<file path="config.mk">
export PLATFORM = sky130hd
export DESIGN_NAME = id_ex_stage
export DESIGN_NICKNAME = d
export VERILOG_FILES = /design/src/rtl/id_ex_stage.sv
export SDC_FILE = /design/constraint.sdc
export NUM_CORES = 1
export LEC_CHECK = 0
export BUFFER_PORTS_ARGS = -buffer_cell sky130_fd_sc_hd__buf_4
export CAP_MARGIN = 40
export CORE_AREA = 3 3 240 242
export CTS_BUF_LIST = sky130_fd_sc_hd__clkbuf_4 sky130_fd_sc_hd__clkbuf_8
export DETAILED_ROUTE_END_ITERATION = 6
export DIE_AREA = 0 0 243 245
export GPL_TIMING_DRIVEN = 0
export PLACE_DENSITY = 0.46
export SYNTH_ARGS = -nofsm -noshare
export SYNTH_HDL_FRONTEND = slang
export SYNTH_SLANG_ARGS = --single-unit
export TNS_END_PERCENT = 10
</file>
<file path="constraint.sdc">
create_clock -name clk -period 3.8 [get_ports clk]
set_clock_uncertainty 0.2 [all_clocks]
set_input_delay 0.19 -clock clk [delete_from_list [all_inputs] [get_ports clk]]
set_output_delay 0.19 -clock clk [all_outputs]
set_load 0.05 [all_outputs]
</file>
<file path="src/rtl/id_ex_stage.sv">
// ID/EX pipeline stage: operand forwarding select, load-use bubble insertion,
// EX register under valid/ready with flush. Optional IDEX_STALL_CNT_EN adds stall_cnt.
module id_ex_stage #(
    parameter int XLEN  = 64,
    parameter int CTRLW = 32
) (
    input  logic             clk,
    input  logic             rst,
    input  logic             id_valid,
    output logic             id_ready,
    input  logic [XLEN-1:0]  id_pc,
    input  logic [4:0]       id_rs1,
    input  logic [4:0]       id_rs2,
    input  logic             id_rs1_en,
    input  logic             id_rs2_en,
    input  logic [4:0]       id_rd,
    input  logic             id_rd_wen,
    input  logic             id_is_load,
    input  logic [CTRLW-1:0] id_ctrl,
    input  logic [XLEN-1:0]  rf_rdata1,
    input  logic [XLEN-1:0]  rf_rdata2,
    input  logic             fwd1_ex,
    input  logic             fwd2_ex,
    input  logic             fwd1_mem,
    input  logic             fwd2_mem,
    input  logic [XLEN-1:0]  ex_result,
    input  logic             mem_valid,
    input  logic             mem_rd_wen,
    input  logic [XLEN-1:0]  mem_result,
    input  logic             flush,
    output logic             ex_valid,
    input  logic             ex_ready,
    output logic [XLEN-1:0]  ex_pc,
    output logic [XLEN-1:0]  ex_src1,
    output logic [XLEN-1:0]  ex_src2,
    output logic [4:0]       ex_rd,
    output logic             ex_rd_wen,
    output logic             ex_is_load,
    output logic [CTRLW-1:0] ex_ctrl
`ifdef IDEX_STALL_CNT_EN
    ,
    output logic [31:0]      stall_cnt
`endif
);

    logic             ex_valid_q,   ex_valid_d;
    logic [XLEN-1:0]  ex_pc_q,      ex_pc_d;
    logic [XLEN-1:0]  ex_src1_q,    ex_src1_d;
    logic [XLEN-1:0]  ex_src2_q,    ex_src2_d;
    logic [4:0]       ex_rd_q,      ex_rd_d;
    logic             ex_rd_wen_q,  ex_rd_wen_d;
    logic             ex_is_load_q, ex_is_load_d;
    logic [CTRLW-1:0] ex_ctrl_q,    ex_ctrl_d;

    logic            ex_fwd_ok;
    logic            mem_fwd_ok;
    logic            rs1_live;
    logic            rs2_live;
    logic            load_use;
    logic            move;
    logic [XLEN-1:0] src1_sel;
    logic [XLEN-1:0] src2_sel;

    // A load in EX has no data yet, so it can never be an EX-stage forwarding source.
    assign ex_fwd_ok  = ex_valid_q && ex_rd_wen_q && !ex_is_load_q;
    assign mem_fwd_ok = mem_valid && mem_rd_wen;
    assign rs1_live   = id_rs1_en && (id_rs1 != 5'd0);
    assign rs2_live   = id_rs2_en && (id_rs2 != 5'd0);

    function automatic logic [XLEN-1:0] pick_src(
        input logic            live,
        input logic            hit_ex,
        input logic            hit_mem,
        input logic [XLEN-1:0] rf_val
    );
        if (!live)                        return '0;
        else if (hit_ex && ex_fwd_ok)     return ex_result;
        else if (hit_mem && mem_fwd_ok)   return mem_result;
        else                              return rf_val;
    endfunction

    assign src1_sel = pick_src(rs1_live, fwd1_ex, fwd1_mem, rf_rdata1);
    assign src2_sel = pick_src(rs2_live, fwd2_ex, fwd2_mem, rf_rdata2);

    assign load_use = id_valid && ex_valid_q && ex_is_load_q && ex_rd_wen_q &&
                      (ex_rd_q != 5'd0) &&
                      ((rs1_live && fwd1_ex) || (rs2_live && fwd2_ex));
    assign move     = ex_ready || !ex_valid_q;
    assign id_ready = move && !load_use && !flush;

    // NOTE: every _d defaults to its _q first so no path through this block infers a latch.
    always_comb begin
        ex_valid_d   = ex_valid_q;
        ex_pc_d      = ex_pc_q;
        ex_src1_d    = ex_src1_q;
        ex_src2_d    = ex_src2_q;
        ex_rd_d      = ex_rd_q;
        ex_rd_wen_d  = ex_rd_wen_q;
        ex_is_load_d = ex_is_load_q;
        ex_ctrl_d    = ex_ctrl_q;
        if (flush) begin
            ex_valid_d = 1'b0;
        end else if (move && load_use) begin
            ex_valid_d = 1'b0;
        end else if (move) begin
            ex_valid_d   = id_valid;
            ex_pc_d      = id_pc;
            ex_src1_d    = src1_sel;
            ex_src2_d    = src2_sel;
            ex_rd_d      = id_rd;
            ex_rd_wen_d  = id_rd_wen;
            ex_is_load_d = id_is_load;
            ex_ctrl_d    = id_ctrl;
        end
    end

    // NOTE: sequential state uses non-blocking assignments so all registers update together.
    always_ff @(posedge clk) begin
        if (rst) begin
            ex_valid_q   <= 1'b0;
            ex_pc_q      <= '0;
            ex_src1_q    <= '0;
            ex_src2_q    <= '0;
            ex_rd_q      <= '0;
            ex_rd_wen_q  <= 1'b0;
            ex_is_load_q <= 1'b0;
            ex_ctrl_q    <= '0;
        end else begin
            ex_valid_q   <= ex_valid_d;
            ex_pc_q      <= ex_pc_d;
            ex_src1_q    <= ex_src1_d;
            ex_src2_q    <= ex_src2_d;
            ex_rd_q      <= ex_rd_d;
            ex_rd_wen_q  <= ex_rd_wen_d;
            ex_is_load_q <= ex_is_load_d;
            ex_ctrl_q    <= ex_ctrl_d;
        end
    end

    assign ex_valid   = ex_valid_q;
    assign ex_pc      = ex_pc_q;
    assign ex_src1    = ex_src1_q;
    assign ex_src2    = ex_src2_q;
    assign ex_rd      = ex_rd_q;
    assign ex_rd_wen  = ex_rd_wen_q;
    assign ex_is_load = ex_is_load_q;
    assign ex_ctrl    = ex_ctrl_q;

`ifdef IDEX_STALL_CNT_EN
    logic [31:0] stall_cnt_q;

    always_ff @(posedge clk) begin
        if (rst) begin
            stall_cnt_q <= '0;
        end else if (move && load_use && !flush) begin
            stall_cnt_q <= stall_cnt_q + 32'd1;
        end
    end

    assign stall_cnt = stall_cnt_q;
`endif

endmodule
</file>
* Word level (Yosys, flattened, before mapping)
Index checks and enable logic that the tools add are counted.
Operators by class: mux-type cells 6, bitwise gates (word level) 2, reductions and logical operators 30
Operators by type and width (number):
- $mux W64 | 6
- $logic_and A1 B1 Y1 | 19
- $reduce_bool A5 Y1 | 3
- $logic_not A1 Y1 | 4
- $reduce_and A3 Y1 | 1
- $reduce_or A3 Y1 | 1
- $logic_or A1 B1 Y1 | 2
- $not A1 Y1 | 2
Word-level totals: register bits after elaboration 232, input port bits 382, output and inout port bits 233

* Depth between registers and ports, before layout
word-level depth 8, gate-level depth with buffers 7, depth with buffers taken out 5

* Worst setup path after synthesis
No wires, ideal clock.
kind register to output, start point register ex_rd_q[0] (netlist: ex_rd[0]), end point output id_ready, data arrival time 2.599 ns, setup slack 0.811 ns, stages on the path, launching flop included 7, path buffers 2, cell sequence dfxtp_1 > or4_1 > o211a_1 > a22o_4 > buf_2 > clkbuf_1 > nor2_1
Between the ends: longest elaborated chain between the ends 6
RTL lines:
- start: declaration | RTL line 50 | logic [4:0] ex_rd_q, ex_rd_d;
- start signal: assignment | RTL line 133 | ex_rd_q <= ex_rd_d;
- $reduce_bool A5 Y1 | RTL line 86 | (ex_rd_q != 5'd0) &&
- $logic_and A1 B1 Y1 | RTL line 85 | assign load_use = id_valid && ex_valid_q && ex_is_load_q && ex_rd_wen_q &&
- $logic_and A1 B1 Y1 | RTL line 86
- $logic_not A1 Y1 | RTL line 89 | assign id_ready = move && !load_use && !flush;
- $logic_and A1 B1 Y1 (2 in a row) | RTL line 89
- end: declaration | RTL line 10 | output logic id_ready,
Every way passes these cells.

* Worst setup path after layout
Same ends and word-level chain as after synthesis.

==> qor.yml <==
port_buffers: 613
synthArstFlopShare_pct: 0
synth-seq-cells: 232
grt.total_usage_pct: 22.6
grt_pass1_vias: 16500
worstHoldPathType: "input port to flip-flop"
cellLeakagePower_nw: 9.89
grt_util_met2_pct: 39.1
synth_ff_type: "dfxtp_1"
top_usage_layer: "met2"
p_switching_mw: 2.35
ys_seq_area_share_pct: 40.0
clkPwrFrac_pct: 37.5
synth-edff-count: 0
rsz0062_at_grt: "false"
layout_min_cycle_time_ns: 3.54
ant_nets: 0
synth_area_leaders: "dfxtp_1, a21oi_1, mux2i_1"
final_core_util_pct: 39.6
gp_congestion: 0.946
synth_area_sq_mm: 0.0116
rows: 86
viasPerCell: 4.77
slew_headroom_pct: 41.5
clock_latency_ns: 0.62
syn_to_final_growth_pct: 88.8
status: "complete, no violations"
fin_tns_setup_ns: 0
core_area_sq_mm: 0.0553
postSynthNetCount: 1894
clockBufferDepth: 3
synth_top_cell_by_area: "dfxtp_1"
max-cap-violations: 0
grt_pass1_wl_mm: 103
min_period_over_period_pct: 93.2
die_area_sq_mm: 0.0595
maxSlewViolCount: 0
vias: 15900
powerDensity_mw_per_mm2: 337
ios: 615
post_cts_buffers: 0
fmax_ghz: 0.282
multi_input_area_sq_mm: 0.00619
final_nets: 2929
cpMaxStageDelayCell: "or4_1"
cts.sinks: 232
overflow: 0
dr.first_iter.drc_count: 773
ys_top_cells_by_count: "a21oi_1, dfxtp_1, o21ai_0, clkbuf_1, nor2_1"
seq_power_share_pct: 35.5
fillers: 5812
synth_warnings: 0
yosysMostFrequentCell: "a21oi_1"
die_h_um: 245
synthCells: 1512
drive_gt1_share_pct: 28.7
cp-end-kind: "primary output"
cts_made_buffers: 46
max_slew.worst_pin.slew_ns: 0.878
cts.clk_slew.worst_paths_ns: 0.06
cp_slowest_stage_delay_ns: 0.60
setup_viol: 0
vdd_drop_max_v: 0.000229
grt_use_met1_pct: 27.7
critical_path_class: "flip-flop to primary output"
hpwlAfterDp_mm: 55.1
intPower_mw: 5.03
crit_required_ns: 3.41
crit_path_start_kind: "flip-flop"
detail_route.first_pass.iterations: 5
routed_wl_mm: 70.8
die_x_um: 243
register_area_sq_mm: 0.00464
drcViolationCount: 0
cts_tree: "done"
wl_per_cell_um: 21.2
p_sw_share_pct: 31.9
htree_num_levels: 2
cp.arrival_ns: 3.15
finalHoldViolCount: 0
cts_root_buffer: "clkbuf_8"
synth_top_area_share_pct: 40.0
yosysUniqueCellTypes: 21
use_met3_pct: 5.34
avgSynthCellArea_sq_um: 7.68
start_util_pct: 21.0
combPwrFrac_pct: 26.9
path_cells: "or4_1, o211a_1, a22o_4, buf_2, clkbuf_1, nor2_1, buf_4"
grt_start_max_net_pins: 14
antenna_found_initial: 1
critPathMaxFanout: 10
==> cells in the final DEF (no fill, tap or decap), drive strengths merged <==
master	Yosys	final
buf	48	672
dlygate4sd3	0	363
a21oi	360	360
dfxtp	232	232
o21ai	231	231
clkbuf	135	208
nor2	130	130
mux2i	128	128
nand4	128	128
nand3	105	105
clkinv	0	5
diode	0	3
or4	3	3
inv	0	3
o21a	2	2
o211a	2	2
nand4b	2	2
and4	1	1
a22o	1	1
nor2b	1	1
or2	1	1
a22oi	1	1
nor3	1	1
bufinv	0	1
==> path summary, 6_finish.rpt <==
check | from | to | slack, ns | depth (start not counted)
min reg2reg | ex_ctrl[1] | ex_ctrl[1] | 0.28 | 2
max | ex_rd[0] | id_ready | 0.26 | 7
min | mem_result[7] | ex_src1[7] | 0.07 | 5
max reg2reg | ex_rd[0] | ex_is_load | 0.43 | 8
==> final cells by class <==
type | instances | share of cell area (%)
flip-flops and latches | 232 | 21.2
repair buffers | 987 | 38.2
multi-input cells | 1097 | 28.2
clock inverters | 9 | 0.411
well taps | 748 | 4.27
clock buffers | 73 | 4.10
diodes | 3 | 0.0342
plain buffers | 183 | 3.54
==> what timing repair did <==
item,CTS,global route
gates resized for setup,0,0
hold buffers,363,0
endpoints found under the hold margin,232,0
==> stage by stage <==
stage          setup slack (ns)  area [sq um]  total power, mW  std cells  hold WS [ns]
3_3_place_gp              0.326         17200             4.29       2873         0.180
2_1_floorplan             0.811         11600             3.52       1512        0.0693
5_1_grt                   0.121         21900             7.71       3330        0.0526
6_report                  0.258         21900             7.38       3332        0.0682
3_5_place_dp              0.553         17300             4.32       2884         0.190
4_1_cts                   0.203         21900             7.47       3329      0.000341
==> per-layer routing <==
metal  wire (um)  vias to the layer above
li1            -                     7615
met1       29700                     7576
met2       34300                      587
met3        4590                      121
met4        2130                        0
met5           0                        -
==> worst max-delay path: cells and delay by family (launching register included) <==
kind,cells,cell delay (ns)
AND/OR/NAND/NOR,2,0.76
buffers and inverters,3,0.82
flip-flops,1,0.32
AO/OA/AOI/OAI,2,0.62
==> logic make-up after synthesis <==
kind of cell | count (synthesis) | share of synthesized area [%]
compound gates | 597 | 26.1
simple gates | 372 | 16.2
buf+inv | 183 | 6.68
flops | 232 | 40.0
mux | 128 | 11.0
==> state kept, by name (all words and copies together), names as in the netlist <==
name,flops
ex_ctrl,32
ex_is_load,1
ex_pc,64
ex_rd,5
ex_rd_wen,1
ex_src1,64
ex_src2,64
ex_valid,1
==> power groups by stage <==
stage	combinational, mW	sequential [mW]	clock (mW)
finish	1.99	2.62	2.77
global route	2.11	2.64	2.97
CTS	1.99	2.62	2.86
detailed placement	1.64	2.67	0
floorplan	0.436	3.08	0
global placement	1.62	2.67	0
No activity file was read; power rests on OpenSTA's default activity.
